===== src/rtl/modulo_mef_enchimento_vedacao_param_if.sv =====
// Station bus for the filling/sealing controller: sensor/command inputs
// from the station side, actuator and status outputs from the controller.
interface modulo_mef_enchimento_vedacao_param_if #(
    parameter int CORK_CAP   = 2,
    parameter int BATCH_SIZE = 3
);
    localparam int CW = $clog2(CORK_CAP + 1);
    localparam int BW = $clog2(BATCH_SIZE + 1);

    logic          enable;
    logic          pg;
    logic          ch;
    logic          eb;
    logic          reload;
    logic          ack;
    logic          m;
    logic          ev;
    logic          ve;
    logic          al;
    logic          flt;
    logic [2:0]    state;
    logic [CW-1:0] corks_left;
    logic [BW-1:0] bottle_count;
    logic          batch_done;

    modport master (
        output enable, pg, ch, eb, reload, ack,
        input  m, ev, ve, al, flt, state, corks_left, bottle_count, batch_done
    );

    modport slave (
        input  enable, pg, ch, eb, reload, ack,
        output m, ev, ve, al, flt, state, corks_left, bottle_count, batch_done
    );
endinterface


===== src/rtl/modulo_mef_enchimento_vedacao_param.sv =====
// Filling/sealing controller for one conveyor bottle station: fill timeout
// fault, timed seal pulse, cork magazine tracking and batch counting.
module modulo_mef_enchimento_vedacao_param #(
    parameter int FILL_TIMEOUT = 8,
    parameter int SEAL_CYCLES  = 3,
    parameter int CORK_CAP     = 2,
    parameter int BATCH_SIZE   = 3
) (
    input  logic clk,
    input  logic rst,
    modulo_mef_enchimento_vedacao_param_if.slave bus
);
    localparam int CW = $clog2(CORK_CAP + 1);
    localparam int BW = $clog2(BATCH_SIZE + 1);
    localparam int FW = $clog2(FILL_TIMEOUT);
    localparam int SW = $clog2(SEAL_CYCLES + 1);

    localparam logic [FW-1:0] FILL_LAST  = FW'(FILL_TIMEOUT - 1);
    localparam logic [SW-1:0] SEAL_LAST  = SW'(SEAL_CYCLES - 1);
    localparam logic [CW-1:0] CORK_FULL  = CW'(CORK_CAP);
    localparam logic [BW-1:0] BATCH_LAST = BW'(BATCH_SIZE - 1);

    typedef enum logic [2:0] {
        ST_MOVE   = 3'd0,
        ST_FILL   = 3'd1,
        ST_SEAL   = 3'd2,
        ST_EJECT  = 3'd3,
        ST_NOCORK = 3'd4,
        ST_FAULT  = 3'd5
    } state_e;

    state_e        state_q, state_d;
    logic [FW-1:0] fill_tmr_q, fill_tmr_d;
    logic [SW-1:0] seal_cnt_q, seal_cnt_d;
    logic [CW-1:0] corks_q, corks_d, corks_run_s;
    logic [BW-1:0] bottles_q, bottles_d;
    logic          batch_done_q, batch_done_d;
    logic          run_s;
    logic          m_s, ev_s, ve_s, al_s, flt_s;

    function automatic logic state_legal(input logic [2:0] code);
        return (code <= 3'd5);
    endfunction

    assign run_s = bus.enable & ~bus.eb;

    // State, timers and counters; everything returns to its idle value on rst.
    always_ff @(posedge clk or posedge rst) begin
        if (rst) begin
            state_q      <= ST_MOVE;
            fill_tmr_q   <= '0;
            seal_cnt_q   <= '0;
            corks_q      <= CORK_FULL;
            bottles_q    <= '0;
            batch_done_q <= 1'b0;
        end else begin
            state_q      <= state_d;
            fill_tmr_q   <= fill_tmr_d;
            seal_cnt_q   <= seal_cnt_d;
            corks_q      <= corks_d;
            bottles_q    <= bottles_d;
            batch_done_q <= batch_done_d;
        end
    end

    // Next-state logic; transitions only advance while enabled and not blocked.
    always_comb begin
        state_d      = state_q;
        fill_tmr_d   = fill_tmr_q;
        seal_cnt_d   = seal_cnt_q;
        corks_run_s  = corks_q;
        bottles_d    = bottles_q;
        batch_done_d = 1'b0;

        if (run_s) begin
            case (state_q)
                ST_MOVE: begin
                    if (bus.pg) begin
                        state_d    = ST_FILL;
                        fill_tmr_d = '0;
                    end else begin
                        state_d    = ST_MOVE;
                    end
                end
                ST_FILL: begin
                    // A full bottle wins over a timeout landing on the same edge.
                    if (bus.ch) begin
                        if (corks_q != '0) begin
                            state_d = ST_SEAL;
                        end else begin
                            state_d = ST_NOCORK;
                        end
                    end else if (fill_tmr_q == FILL_LAST) begin
                        state_d = ST_FAULT;
                    end else begin
                        fill_tmr_d = fill_tmr_q + FW'(1);
                    end
                end
                ST_SEAL: begin
                    if (seal_cnt_q == SEAL_LAST) begin
                        seal_cnt_d  = '0;
                        corks_run_s = corks_q - CW'(1);
                        state_d     = ST_EJECT;
                        if (bottles_q == BATCH_LAST) begin
                            bottles_d    = '0;
                            batch_done_d = 1'b1;
                        end else begin
                            bottles_d    = bottles_q + BW'(1);
                        end
                    end else begin
                        seal_cnt_d = seal_cnt_q + SW'(1);
                    end
                end
                ST_EJECT: begin
                    if (!bus.pg) begin
                        state_d = ST_MOVE;
                    end else begin
                        state_d = ST_EJECT;
                    end
                end
                ST_NOCORK: begin
                    if (bus.reload) begin
                        state_d    = ST_SEAL;
                        seal_cnt_d = '0;
                    end else begin
                        state_d    = ST_NOCORK;
                    end
                end
                ST_FAULT: begin
                    if (bus.ack) begin
                        state_d = ST_EJECT;
                    end else begin
                        state_d = ST_FAULT;
                    end
                end
                default: begin
                    state_d    = ST_MOVE;
                    fill_tmr_d = '0;
                    seal_cnt_d = '0;
                end
            endcase
        end else if (!state_legal(state_q)) begin
            state_d = ST_MOVE;
        end else begin
            state_d = state_q;
        end

        // A magazine refill always lands, even over a same-cycle cork use.
        if (bus.reload) begin
            corks_d = CORK_FULL;
        end else begin
            corks_d = corks_run_s;
        end
    end

    // Moore output decode from the registered state.
    always_comb begin
        m_s   = 1'b0;
        ev_s  = 1'b0;
        ve_s  = 1'b0;
        al_s  = 1'b0;
        flt_s = 1'b0;
        case (state_q)
            ST_MOVE:   m_s  = 1'b1;
            ST_FILL:   ev_s = 1'b1;
            ST_SEAL:   ve_s = 1'b1;
            ST_EJECT:  m_s  = 1'b1;
            ST_NOCORK: al_s = 1'b1;
            ST_FAULT: begin
                al_s  = 1'b1;
                flt_s = 1'b1;
            end
            default: begin
                m_s   = 1'b0;
                al_s  = 1'b0;
            end
        endcase
    end

    assign bus.m            = m_s  & run_s;
    assign bus.ev           = ev_s & run_s;
    assign bus.ve           = ve_s & run_s;
    assign bus.al           = al_s | (bus.enable & bus.eb);
    assign bus.flt          = flt_s;
    assign bus.state        = state_q;
    assign bus.corks_left   = corks_q;
    assign bus.bottle_count = bottles_q;
    assign bus.batch_done   = batch_done_q;

endmodule


===== src/flat_wrapper.sv =====
// flat-port wrapper written by rule: the top's interface ports become plain ports
module modulo_mef_enchimento_vedacao_param_flat 
#(
    parameter int FILL_TIMEOUT = 8,
    parameter int SEAL_CYCLES  = 3,
    parameter int CORK_CAP     = 2,
    parameter int BATCH_SIZE   = 3
)
  (clk, rst, bus_enable, bus_pg, bus_ch, bus_eb, bus_reload, bus_ack, bus_m, bus_ev, bus_ve, bus_al, bus_flt, bus_state, bus_corks_left, bus_bottle_count, bus_batch_done);
  modulo_mef_enchimento_vedacao_param_if #(.CORK_CAP(CORK_CAP), .BATCH_SIZE(BATCH_SIZE)) bus_i ();
  input  logic clk;
  input  logic rst;
  input wire logic [$bits(bus_i.enable)-1:0] bus_enable;
  input wire logic [$bits(bus_i.pg)-1:0] bus_pg;
  input wire logic [$bits(bus_i.ch)-1:0] bus_ch;
  input wire logic [$bits(bus_i.eb)-1:0] bus_eb;
  input wire logic [$bits(bus_i.reload)-1:0] bus_reload;
  input wire logic [$bits(bus_i.ack)-1:0] bus_ack;
  output wire logic [$bits(bus_i.m)-1:0] bus_m;
  output wire logic [$bits(bus_i.ev)-1:0] bus_ev;
  output wire logic [$bits(bus_i.ve)-1:0] bus_ve;
  output wire logic [$bits(bus_i.al)-1:0] bus_al;
  output wire logic [$bits(bus_i.flt)-1:0] bus_flt;
  output wire logic [$bits(bus_i.state)-1:0] bus_state;
  output wire logic [$bits(bus_i.corks_left)-1:0] bus_corks_left;
  output wire logic [$bits(bus_i.bottle_count)-1:0] bus_bottle_count;
  output wire logic [$bits(bus_i.batch_done)-1:0] bus_batch_done;
  assign bus_i.enable = bus_enable;
  assign bus_i.pg = bus_pg;
  assign bus_i.ch = bus_ch;
  assign bus_i.eb = bus_eb;
  assign bus_i.reload = bus_reload;
  assign bus_i.ack = bus_ack;
  assign bus_m = bus_i.m;
  assign bus_ev = bus_i.ev;
  assign bus_ve = bus_i.ve;
  assign bus_al = bus_i.al;
  assign bus_flt = bus_i.flt;
  assign bus_state = bus_i.state;
  assign bus_corks_left = bus_i.corks_left;
  assign bus_bottle_count = bus_i.bottle_count;
  assign bus_batch_done = bus_i.batch_done;
  modulo_mef_enchimento_vedacao_param #(.FILL_TIMEOUT(FILL_TIMEOUT), .SEAL_CYCLES(SEAL_CYCLES), .CORK_CAP(CORK_CAP), .BATCH_SIZE(BATCH_SIZE)) u_core (.clk(clk), .rst(rst), .bus(bus_i));
endmodule

===== config.mk =====
export PLATFORM = sky130hd
export DESIGN_NAME = modulo_mef_enchimento_vedacao_param_flat
export DESIGN_NICKNAME = d
export VERILOG_FILES = /design/src/rtl/modulo_mef_enchimento_vedacao_param_if.sv /design/src/rtl/modulo_mef_enchimento_vedacao_param.sv /design/src/flat_wrapper.sv
export SDC_FILE = /design/constraint.sdc
export NUM_CORES = 1
export LEC_CHECK = 0
export ABC_AREA = 1
export CELL_PAD_IN_SITES_DETAIL_PLACEMENT = 1
export CELL_PAD_IN_SITES_GLOBAL_PLACEMENT = 2
export CORE_MARGIN = 1
export CORE_UTILIZATION = 24
export CTS_BUF_LIST = sky130_fd_sc_hd__clkbuf_16
export CTS_CLUSTER_DIAMETER = 100
export DETAILED_ROUTE_END_ITERATION = 8
export MAX_ROUTING_LAYER = met4
export PLACE_DENSITY = 0.72
export SYNTH_ARGS = -nofsm -noshare
export SYNTH_HDL_FRONTEND = slang
export SYNTH_SLANG_ARGS = --single-unit
export TNS_END_PERCENT = 20

===== constraint.sdc =====
create_clock -name clk -period 1.38 [get_ports clk]
set_input_delay 0.207 -clock clk [delete_from_list [all_inputs] [get_ports clk]]
set_output_delay 0.207 -clock clk [all_outputs]
set_load 0.01 [all_outputs]

==> PnR_summary.wiki <==
{| class="wikitable"
! Metric !! Value
|-
| Count of endpoints failing setup in the final report || 9
|-
| Setup slack of the critical path after layout || -0.0837 ns
|-
| Die Y-Extent || 62.9 um
|-
| Reg area || 329 um^2
|-
| Final count of hold timing violations || 0
|-
| Clock latency on the worst-skew pair || 0.24 ns
|-
| Most used cells in the layout excluding fill and tap cells || nand2_1 (27), buf_4 (22), inv_1 (13)
|-
| Number of library cell types mapped by synthesis || 26
|-
| Total Die Area || 3960 um^2
|-
| Area share of the largest cell type after synthesis || 0.337
|-
| Initial antenna violation count || 0
|-
| Starting DRC count in detailed routing || 29
|-
| Kind of end point of the critical path || register
|-
| Synth async-reset ratio || 1.00
|-
| Critical Path Start Type || register
|-
| Violations in the final reports || setup timing
|-
| Number of max-slew violations in the final report || 0
|-
| Final cell area excluding filler cells || 1520 um^2
|-
| Clk pin slew, worst setup/hold paths || 0.05 ns
|-
| Largest net degree at the start of global routing || 14
|-
| Via/cell ratio || 4.43
|-
| Vias in the first global route || 997
|-
| Reported max-cap violation count || 0
|-
| Cell taking the most area after synthesis || dfrtp_1
|-
| RSZ-0062 raised after global routing || yes
|-
| Top_reg_cell synth || dfrtp_1
|-
| Crit-path slowest cell || dfrtp_2
|-
| DR pass1 iterations || 2
|-
| Minimum clock period || 1.46 ns
|-
| Avg Synthesized Cell Area || 7.55 um^2
|-
| Layout fillers || 433
|-
| Worst IR Drop VDD || 0.000626 V
|-
| Area Growth Syn to Fin || 70.1%
|-
| Global-route wire length before repair || 4.73 mm
|-
| Worst slew slack as a fraction of its limit || 0.837
|-
| Final-layout worst hold slack || 0.257 ns
|-
| Total congestion overflow after global routing || 0
|-
| Area of the mapped netlist || 891 um^2
|-
| Number of remaining DRC errors || 0
|-
| Worst clock skew || 0.00307 ns
|-
| Critical path, cell by cell || buf_6, nand2_4, buf_4, buf_4, nor2_4, nand3_2, nand2_2, nor2_2, nand2_1, nand2_1
|-
| Wire length reported by the detailed router || 2.87 mm
|-
| Number of synthesized flops with an enable pin || 0
|-
| Arrival time at the worst endpoint || 1.59 ns
|-
| Number of CTS-inserted buffers || 3
|-
| Most common library cell in the layout ignoring fill and taps || nand2_1
|-
| Placed inst area || 1280 um^2
|-
| Largest cells by area after synthesis || dfrtp_1 (34%), nand2_1 (13%), ha_1 (7.0%)
|-
| Total routing usage reported by global routing || 0.163
|-
| Final antenna-violating net count || 0
|-
| Synth Warn # || 0
|-
| Transition time at the pin with the least slew margin || 0.243 ns
|-
| Width of the die || 62.9 um
|-
| Core region area || 3440 um^2
|-
| Number of buffers between clock root and the deepest sink || 2
|-
| Final total power || 2.72 mW
|-
| Clock root buffer master || clkbuf_16
|-
| Result of the run || complete, but fails checks
|-
| Type of the most critical hold path || input port to async pin
|-
| Achievable clock frequency || 0.683 GHz
|-
| Sequential fraction of the synthesis area || 0.367
|-
| Critical path's top delay family || simple AND/OR/NAND/NOR gates
|-
| Standby leakage power || 0.772 nW
|-
| Fin crit share || 1.06
|-
| Routed WL per cell || 13.4 um
|-
| Post-synthesis net count || 131
|-
| H-tree levels || 1
|-
| Count of buffering cells on the critical path with inverters included || 3
|-
| Flop and latch count out of synthesis || 13
|-
| Sum of net half-perimeters after detailed placement || 2.12 mm
|-
| Detailed-route via count || 949
|-
| Layout cell share with drive strength beyond 1 || 0.429
|-
| Number of cell rows || 21
|-
| Starting utilization of the core area || 0.259
|-
| Worst EP required || 1.51 ns
|-
| IO Pins || 21
|-
| Clock tree from TritonCTS || yes
|-
| Max stage delay on crit path || 0.38 ns
|-
| RD Place Congestion || 0.805
|-
| Final #Nets || 182
|-
| Sinks on Clock Net || 13
|-
| # port buffers || 20
|-
| Area of the multi-input gates || 576 um^2
|-
| Ant diodes || 0
|-
| Gate count of the mapped netlist || 118
|-
| Critical Path Fanout Max || 4
|-
| Startpoint-to-endpoint class of the critical path || register to register
|-
| Pwr Density || 1790 nW/um^2
|}
==> cells by family (layout without fill, tap and decap cells) <==
| logic type | after synthesis | count (layout) | synth area share |
|---|---|---|---|
| fa+ha+maj | 5 | 5 | 0.0702 |
| buf+inv | 19 | 69 | 0.0885 |
| compound gates | 14 | 14 | 0.0913 |
| flops | 13 | 13 | 0.367 |
| simple gates | 67 | 67 | 0.383 |
==> routing by layer <==
layer | up-vias | part of all wire | global-route usage
li1 | 481 | - | -
met1 | 442 | 0.43 | 0.195
met2 | 21 | 0.51 | 0.269
met3 | 5 | 0.031 | 0.0219
met4 | 0 | 0.020 | 0.0785
met5 | - | 0 | -
==> synth_stat cells (3+ instances only) <==
| cell | count |
|---|---|
| dfrtp_1 | 12 |
| ha_1 | 5 |
| inv_1 | 15 |
| inv_2 | 3 |
| nand2_1 | 30 |
| nand2_2 | 4 |
| nand3_1 | 10 |
| nand3_2 | 4 |
| nor2_1 | 7 |
| o21ai_0 | 4 |
| o21ai_1 | 4 |
==> worst min-delay path, delay by kind of cell <==
kind	cells	cell delay, ns
buffers and inverters	3	0.65
==> area by class of cell <==
class	count	share of cell area
Sequential cell	13	0.217
Clock buffer	3	0.0495
Clock inverter	1	0.00248
Multi-Input combinational cell	86	0.380
Tap cell	46	0.0380
Timing Repair Buffer	47	0.267
Inverter	18	0.0462
==> state kept, by name, indices dropped and copies added (netlist names) <==
register	flops
u_core.bus.state	3
u_core.fill_tmr_q	3
u_core.bus.bottle_count	2
u_core.bus.corks_left	2
u_core.seal_cnt_q	2
u_core.bus.batch_done	1
==> repair_timing <==
item / CTS / global route
setup endpoints to repair: 19 / 20
hold buffers: 0 / 0
pin swaps: 6 / 10
gates resized for setup: 46 / 19
setup buffers: 7 / 1
==> path summary, 6_finish.rpt <==
path,to,startpoint,slack (ns),cells past startpoint
min in group clk,u_core.fill_tmr_q[2],u_core.fill_tmr_q[2],0.51,2
setup / recovery,u_core.bus.state[1],u_core.bus.state[1],-0.08,10
hold / removal,u_core.bus.corks_left[0],rst,0.26,3
setup reg to reg,u_core.bus.state[1],u_core.bus.state[1],-0.08,10
hold reg to reg,u_core.fill_tmr_q[2],u_core.fill_tmr_q[2],0.51,2
max in group asynchronous,u_core.bus.corks_left[1],rst,0.89,3
==> through the flow <==
step / worst slack, ns / utilization / instances / setup TNS, ns
final: -0.0837 / 0.440 / 214 / -0.317
after global routing: -0.171 / 0.440 / 214 / -1.63
after CTS: -0.0929 / 0.420 / 213 / -0.365
after detailed placement: -0.383 / 0.372 / 202 / -3.94
after global placement: -0.346 / 0.372 / 202 / -3.33
after floorplan: 0.0103 / - / 118 / 0
==> where the power goes <==
group,switching (mW),internal [mW],leakage [nW],total (mW)
registers,0.0701,0.472,0.165,0.543
clock network,0.162,0.382,0.0423,0.544
logic,0.838,0.792,0.565,1.63
(Power assumes the default switching activity.)
==> RTL change 1 (same settings) <==
Make the reset (`rst`) synchronous in one clocked block.
--- a/src/rtl/modulo_mef_enchimento_vedacao_param.sv
+++ b/src/rtl/modulo_mef_enchimento_vedacao_param.sv
@@ -46,5 +46,5 @@
 
     // State, timers and counters; everything returns to its idle value on rst.
-    always_ff @(posedge clk or posedge rst) begin
+    always_ff @(posedge clk) begin
         if (rst) begin
             state_q      <= ST_MOVE;
Formal check against the unedited RTL: differs if rst is asserted again (counterexample within 4 cycles, from zero or initial values and one cycle with rst high); with rst held inactive, the same outputs for 10 cycles.
==> RTL change 1 against the original RTL <==
Synthesized cell count grew 7.6%. Worst setup slack better by 120 ps. Sequential cell count unchanged. Wire length shrank 7.2%. Cell count increased by 1.4%. Final area is 7.1% lower. Critical endpoint is now bus_flt. First-iteration DRC count fell by 24%. Area after synthesis down 4.4%.
Power is not compared: it rests on default switching activity, and its combinational part moved more than twofold at a synthesized area within 25%.
==> RTL change 1: results (changes against the original RTL) <==
| Result | Reported | Unit | Delta |
|---|---|---|---|
| Worst setup path endpoint | bus_flt | - |  |
| Number of synthesized flops with an enable pin | 0 | - | unchanged |
| Routed Wire Length | 2660 | microns | -7.2% |
| Vias per cell | 4.44 | - | about the same |
| Top cells by area in the synthesized netlist | sky130_fd_sc_hd__dfxtp_1 31%, sky130_fd_sc_hd__nand2_1 13%, sky130_fd_sc_hd__nor2_1 8.4%, sky130_fd_sc_hd__inv_1 6.2%, sky130_fd_sc_hd__a21oi_1 5.3% | - |  |
| Post-synth top cells | 29 x sky130_fd_sc_hd__nand2_1, 19 x sky130_fd_sc_hd__nor2_1, 14 x sky130_fd_sc_hd__inv_1 | - |  |
| Predominant post-synthesis flop cell | sky130_fd_sc_hd__dfxtp_1 | - |  |
| FF-to-FF Start | u_core.bus.state[0] | - |  |
| Sequential share of the synthesized area | 30.5 | % | -6.1 points |
| Arrival time reported for the critical path endpoint | 1140 | ps | -450 ps |
| Fin nets | 183 | - | +0.55% |
| Result of the run | finished, final reports clean | - |  |
| Number of nets produced by synthesis | 138 | - | +5.3% |
| Final setup margin | 37.8 | ps | +121 ps |
| Start point of the critical path | u_core.bus.state[1] | - |  |
| Instance area at placement | 1240 | sq um | -3.3% |
| Mean Syn Cell Area | 6.71 | sq um | -11% |
| Total iterations of the first detailed-routing run | 4 | - | +2 |
| Initial DRC Count | 22 | - | -24% |
| Placement-stage worst setup slack | -502 | ps | -119 ps |
| Largest clock skew in the final design | 1.42 | ps | -1.64 ps |
| Async SR Flop Fraction | 0 | % | -100 points |
| Worst Tran Pin Value | 244 | ps | +0.940 ps |
| Wire length of the first global-routing pass | 4200 | microns | -11% |
| Maximum number of pins on one net before global-route repair | 8 | - | -6 |
## RTL change 1: changes by cell type after synthesis, moves of 2 or more
cell | before | now
sky130_fd_sc_hd__nand3_1 | 10 | 8
sky130_fd_sc_hd__o21ai_1 | 4 | 1
sky130_fd_sc_hd__dfrtp_1 | 12 | 0
sky130_fd_sc_hd__nand3_2 | 4 | 0
sky130_fd_sc_hd__ha_1 | 5 | 3
sky130_fd_sc_hd__dfxtp_1 | 0 | 13
sky130_fd_sc_hd__o21ai_0 | 4 | 9
sky130_fd_sc_hd__a21oi_1 | 2 | 9
sky130_fd_sc_hd__nor2_1 | 7 | 19
sky130_fd_sc_hd__nand2_2 | 4 | 0
sky130_fd_sc_hd__or2_0 | 2 | 0
## RTL change 1: logic make-up (layout without fill, tap and decap cells)
group           count (synthesis)  count (layout)  synth area share, %
compound gates                 21              21                 13.5
simple gates                   70              70                 41.4
buf+inv                        20              64                 10.1
flops                          13              13                 30.5
fa+ha+maj                       3               3                 4.41
## RTL change 1: area by class of cell
type | instances | area share, %
Clock buffer | 3 | 5.33
Clock inverter | 1 | 0.267
Inverter | 17 | 4.98
Multi-Input combinational cell | 94 | 39.9
Sequential cell | 13 | 19.5
Tap cell | 46 | 4.09
Timing Repair Buffer | 43 | 26.0
## RTL change 1: worst min-delay path by stage
stage,cells past startpoint,slack (ps),end
final,1,470,u_core.bus.batch_done
after global routing,1,490,u_core.bus.batch_done
after CTS,1,470,u_core.bus.batch_done
after detailed placement,2,490,u_core.fill_tmr_q[1]
after global placement,2,470,u_core.fill_tmr_q[2]
after floorplan,2,330,u_core.bus.corks_left[1]
## RTL change 1: power by group
part,total (mW),internal [mW],switching [mW],leakage [nW]
Sequential,0.389,0.381,0.00810,0.109
Clock,0.541,0.382,0.159,0.0423
Combinational,0.172,0.0837,0.0887,0.516
Total,1.10,0.847,0.256,0.666
## RTL change 1: per-layer routing
metal  wire, microns  share of wire, %  vias up  track usage [%]
li1                -                 -      498                -
met1            1120                42      449             17.3
met2            1450                54       14             29.3
met3              75               2.8        2             3.15
met4              20              0.75        0             4.76
met5               0                 0        -                -
## RTL change 1: repair_timing
item / CTS / global route
hold buffers: 0 / 0
setup endpoints to repair: 15 / 14
buffers inserted: 1 / 2
pin swaps: 3 / 7
resized for setup: 39 / 22
hold endpoints to repair: 0 / 0
## RTL change 1: critical path, cell delays in order, from the launching register on
cell and delay (ps):
sky130_fd_sc_hd__dfxtp_4 380, sky130_fd_sc_hd__inv_4 40, sky130_fd_sc_hd__buf_4 130, sky130_fd_sc_hd__nand3_1 90
sky130_fd_sc_hd__inv_1 50, sky130_fd_sc_hd__clkdlybuf4s15_2 220
==> RTL change 2 (same settings) <==
Made on the original files. `FILL_TIMEOUT` is set to 8 in 2 places; all go to 16.
--- a/src/rtl/modulo_mef_enchimento_vedacao_param.sv
+++ b/src/rtl/modulo_mef_enchimento_vedacao_param.sv
@@ -2,5 +2,5 @@
 // fault, timed seal pulse, cork magazine tracking and batch counting.
 module modulo_mef_enchimento_vedacao_param #(
-    parameter int FILL_TIMEOUT = 8,
+    parameter int FILL_TIMEOUT = 16,
     parameter int SEAL_CYCLES  = 3,
     parameter int CORK_CAP     = 2,
--- a/src/flat_wrapper.sv
+++ b/src/flat_wrapper.sv
@@ -2,5 +2,5 @@
 module modulo_mef_enchimento_vedacao_param_flat 
 #(
-    parameter int FILL_TIMEOUT = 8,
+    parameter int FILL_TIMEOUT = 16,
     parameter int SEAL_CYCLES  = 3,
     parameter int CORK_CAP     = 2,
Function: changed (a bounded check fails within 10 cycles, from zero or initial values and one cycle with rst high).
==> RTL change 2 against the original RTL <==
The flow still finishes with violations (setup timing). Wire length up 2.9%. Power down 3.7%. Worst setup slack better by 65 ps. Area after synthesis up 3.4%. Sequential cell count up 1. Final area down 1.4%. Via count up 9.1%. Largest power group unchanged. Highest routed layer unchanged.
==> RTL change 2: results (changes against the original RTL) <==
| Result | Reported | Unit | Delta |
|---|---|---|---|
| Initial DRC Count | 20 | - | -31% |
| Fraction of final layout cells sized beyond drive strength 1 | 33.9 | % | -9.0 points |
| Post-synth top cells | 27 x sky130_fd_sc_hd__nand2_1, 18 x sky130_fd_sc_hd__inv_1, 18 x sky130_fd_sc_hd__nand3_1 | - |  |
| Total of endpoints with negative setup slack in the final report | 2 | - | -7 |
| HPWL after detailed placement | 2250 | microns | +6.2% |
| Failing checks | setup timing | - |  |
| Maximum number of pins on one net before global-route repair | 15 | - | +1 |
| Final hold slack | 273 | ps | +16.3 ps |
| Maximum vdd drop | 0.650 | mV | +3.9% |
| Layout fillers | 464 | - | +7.2% |
| Routed Wire Length | 2950 | microns | +2.9% |
| Sequential share of the synthesized area | 38.2 | % | +1.5 points |
| Count of cells along the worst register-to-register path | 6 | - | -4 |
| Arrival time reported for the critical path endpoint | 1560 | ps | -30 ps |
| Number of nets produced by synthesis | 138 | - | +5.3% |
| Final setup margin | -19.0 | ps | +64.7 ps |
| Worst-path maximum fanout | 5 | - | +1 |
| Number of unique standard cell types used by synthesis | 22 | - | -15% |
| Static Leak | 0.813 | nW | +5.3% |
| Result of the run | finished, violations left | - |  |
| Largest clock skew in the final design | 3.38 | ps | +0.316 ps |
| Worst Tran Pin Value | 228 | ps | -14.6 ps |
| Total Routing Usage GR | 15.5 | % | -0.85 points |
| Routed metal-1 wirelength | 1360 | microns | +9.3% |
| RePlAce Congestion | 0.819 | - | +1.8% |
| Total iterations of the first detailed-routing run | 4 | - | +2 |
[RTL change 2: changes by cell type after synthesis, sizes merged]
cell	before	now
or2	3	1
o211ai	1	0
a21oi	2	3
nand4	1	4
o21ai	9	11
nor2	11	13
dfrtp	12	13
nand3b	1	0
nand3	14	22
clkinv	0	1
ha	5	4
xor2	0	1
nand2	34	28
[RTL change 2: kinds of logic after synthesis]
group	share of synthesized area, %
simple gates	37.5
buf+inv	8.69
compound gates	9.24
flops	38.2
fa+ha+maj	5.43
xor+xnor	0.951
[RTL change 2: area by class of cell]
cell class	instances	share of cell area [%]
inverters	19	4.94
multi-input cells	92	35.3
repair buffers	48	26.8
clock buffers	3	5.03
flip-flops and latches	14	23.7
well taps	48	4.02
clock inverters	1	0.251
[RTL change 2: worst paths after layout]
| check | endpoint |
|---|---|
| hold reg to reg | u_core.bus.corks_left[0] |
| min in group clk | u_core.bus.corks_left[0] |
| setup / recovery | u_core.bus.state[1] |
| hold / removal | u_core.seal_cnt_q[0] |
| max in group asynchronous | u_core.bus.corks_left[1] |
| setup reg to reg | u_core.bus.state[1] |
[RTL change 2: through the flow]
stage               TNS (ps)  cell area [sq um]  cells
global route            -795               1490    225
finish                 -30.7               1490    225
floorplan                  0                922    126
detailed placement     -5010               1350    216
CTS                     -372               1440    220
global placement       -4310               1350    216
[RTL change 2: worst max-delay path: stages, from the launching register on]
cell                      delay [ps]
sky130_fd_sc_hd__dfrtp_2         450
sky130_fd_sc_hd__buf_6           140
sky130_fd_sc_hd__ha_1            190
sky130_fd_sc_hd__or2_2           300
sky130_fd_sc_hd__nand3_2         100
sky130_fd_sc_hd__nand2_1          50
sky130_fd_sc_hd__o21ai_1          80
[RTL change 2: what timing repair did]
item / in CTS / in global routing
endpoints found under the setup margin: 19 / 17
hold buffers: 0 / 0
buffers inserted: 0 / 5
pin swaps: 2 / 2
gates resized for setup: 31 / 18
hold endpoints to repair: 0 / 0
[RTL change 2: report_power, final]
part           leakage (nW)  internal (mW)  total [mW]  switching, mW
sequential            0.180          0.506       0.614          0.108
clock                0.0423          0.383       0.555          0.171
combinational         0.590          0.712        1.45          0.738
total                 0.813           1.60        2.62           1.02
[RTL change 2: metal layers]
metal  track usage, %  vias to the layer above
met5                -                        -
met4             3.98                        0
met3             3.75                        4
met2             25.3                       12
met1             19.1                      504
li1                 -                      515
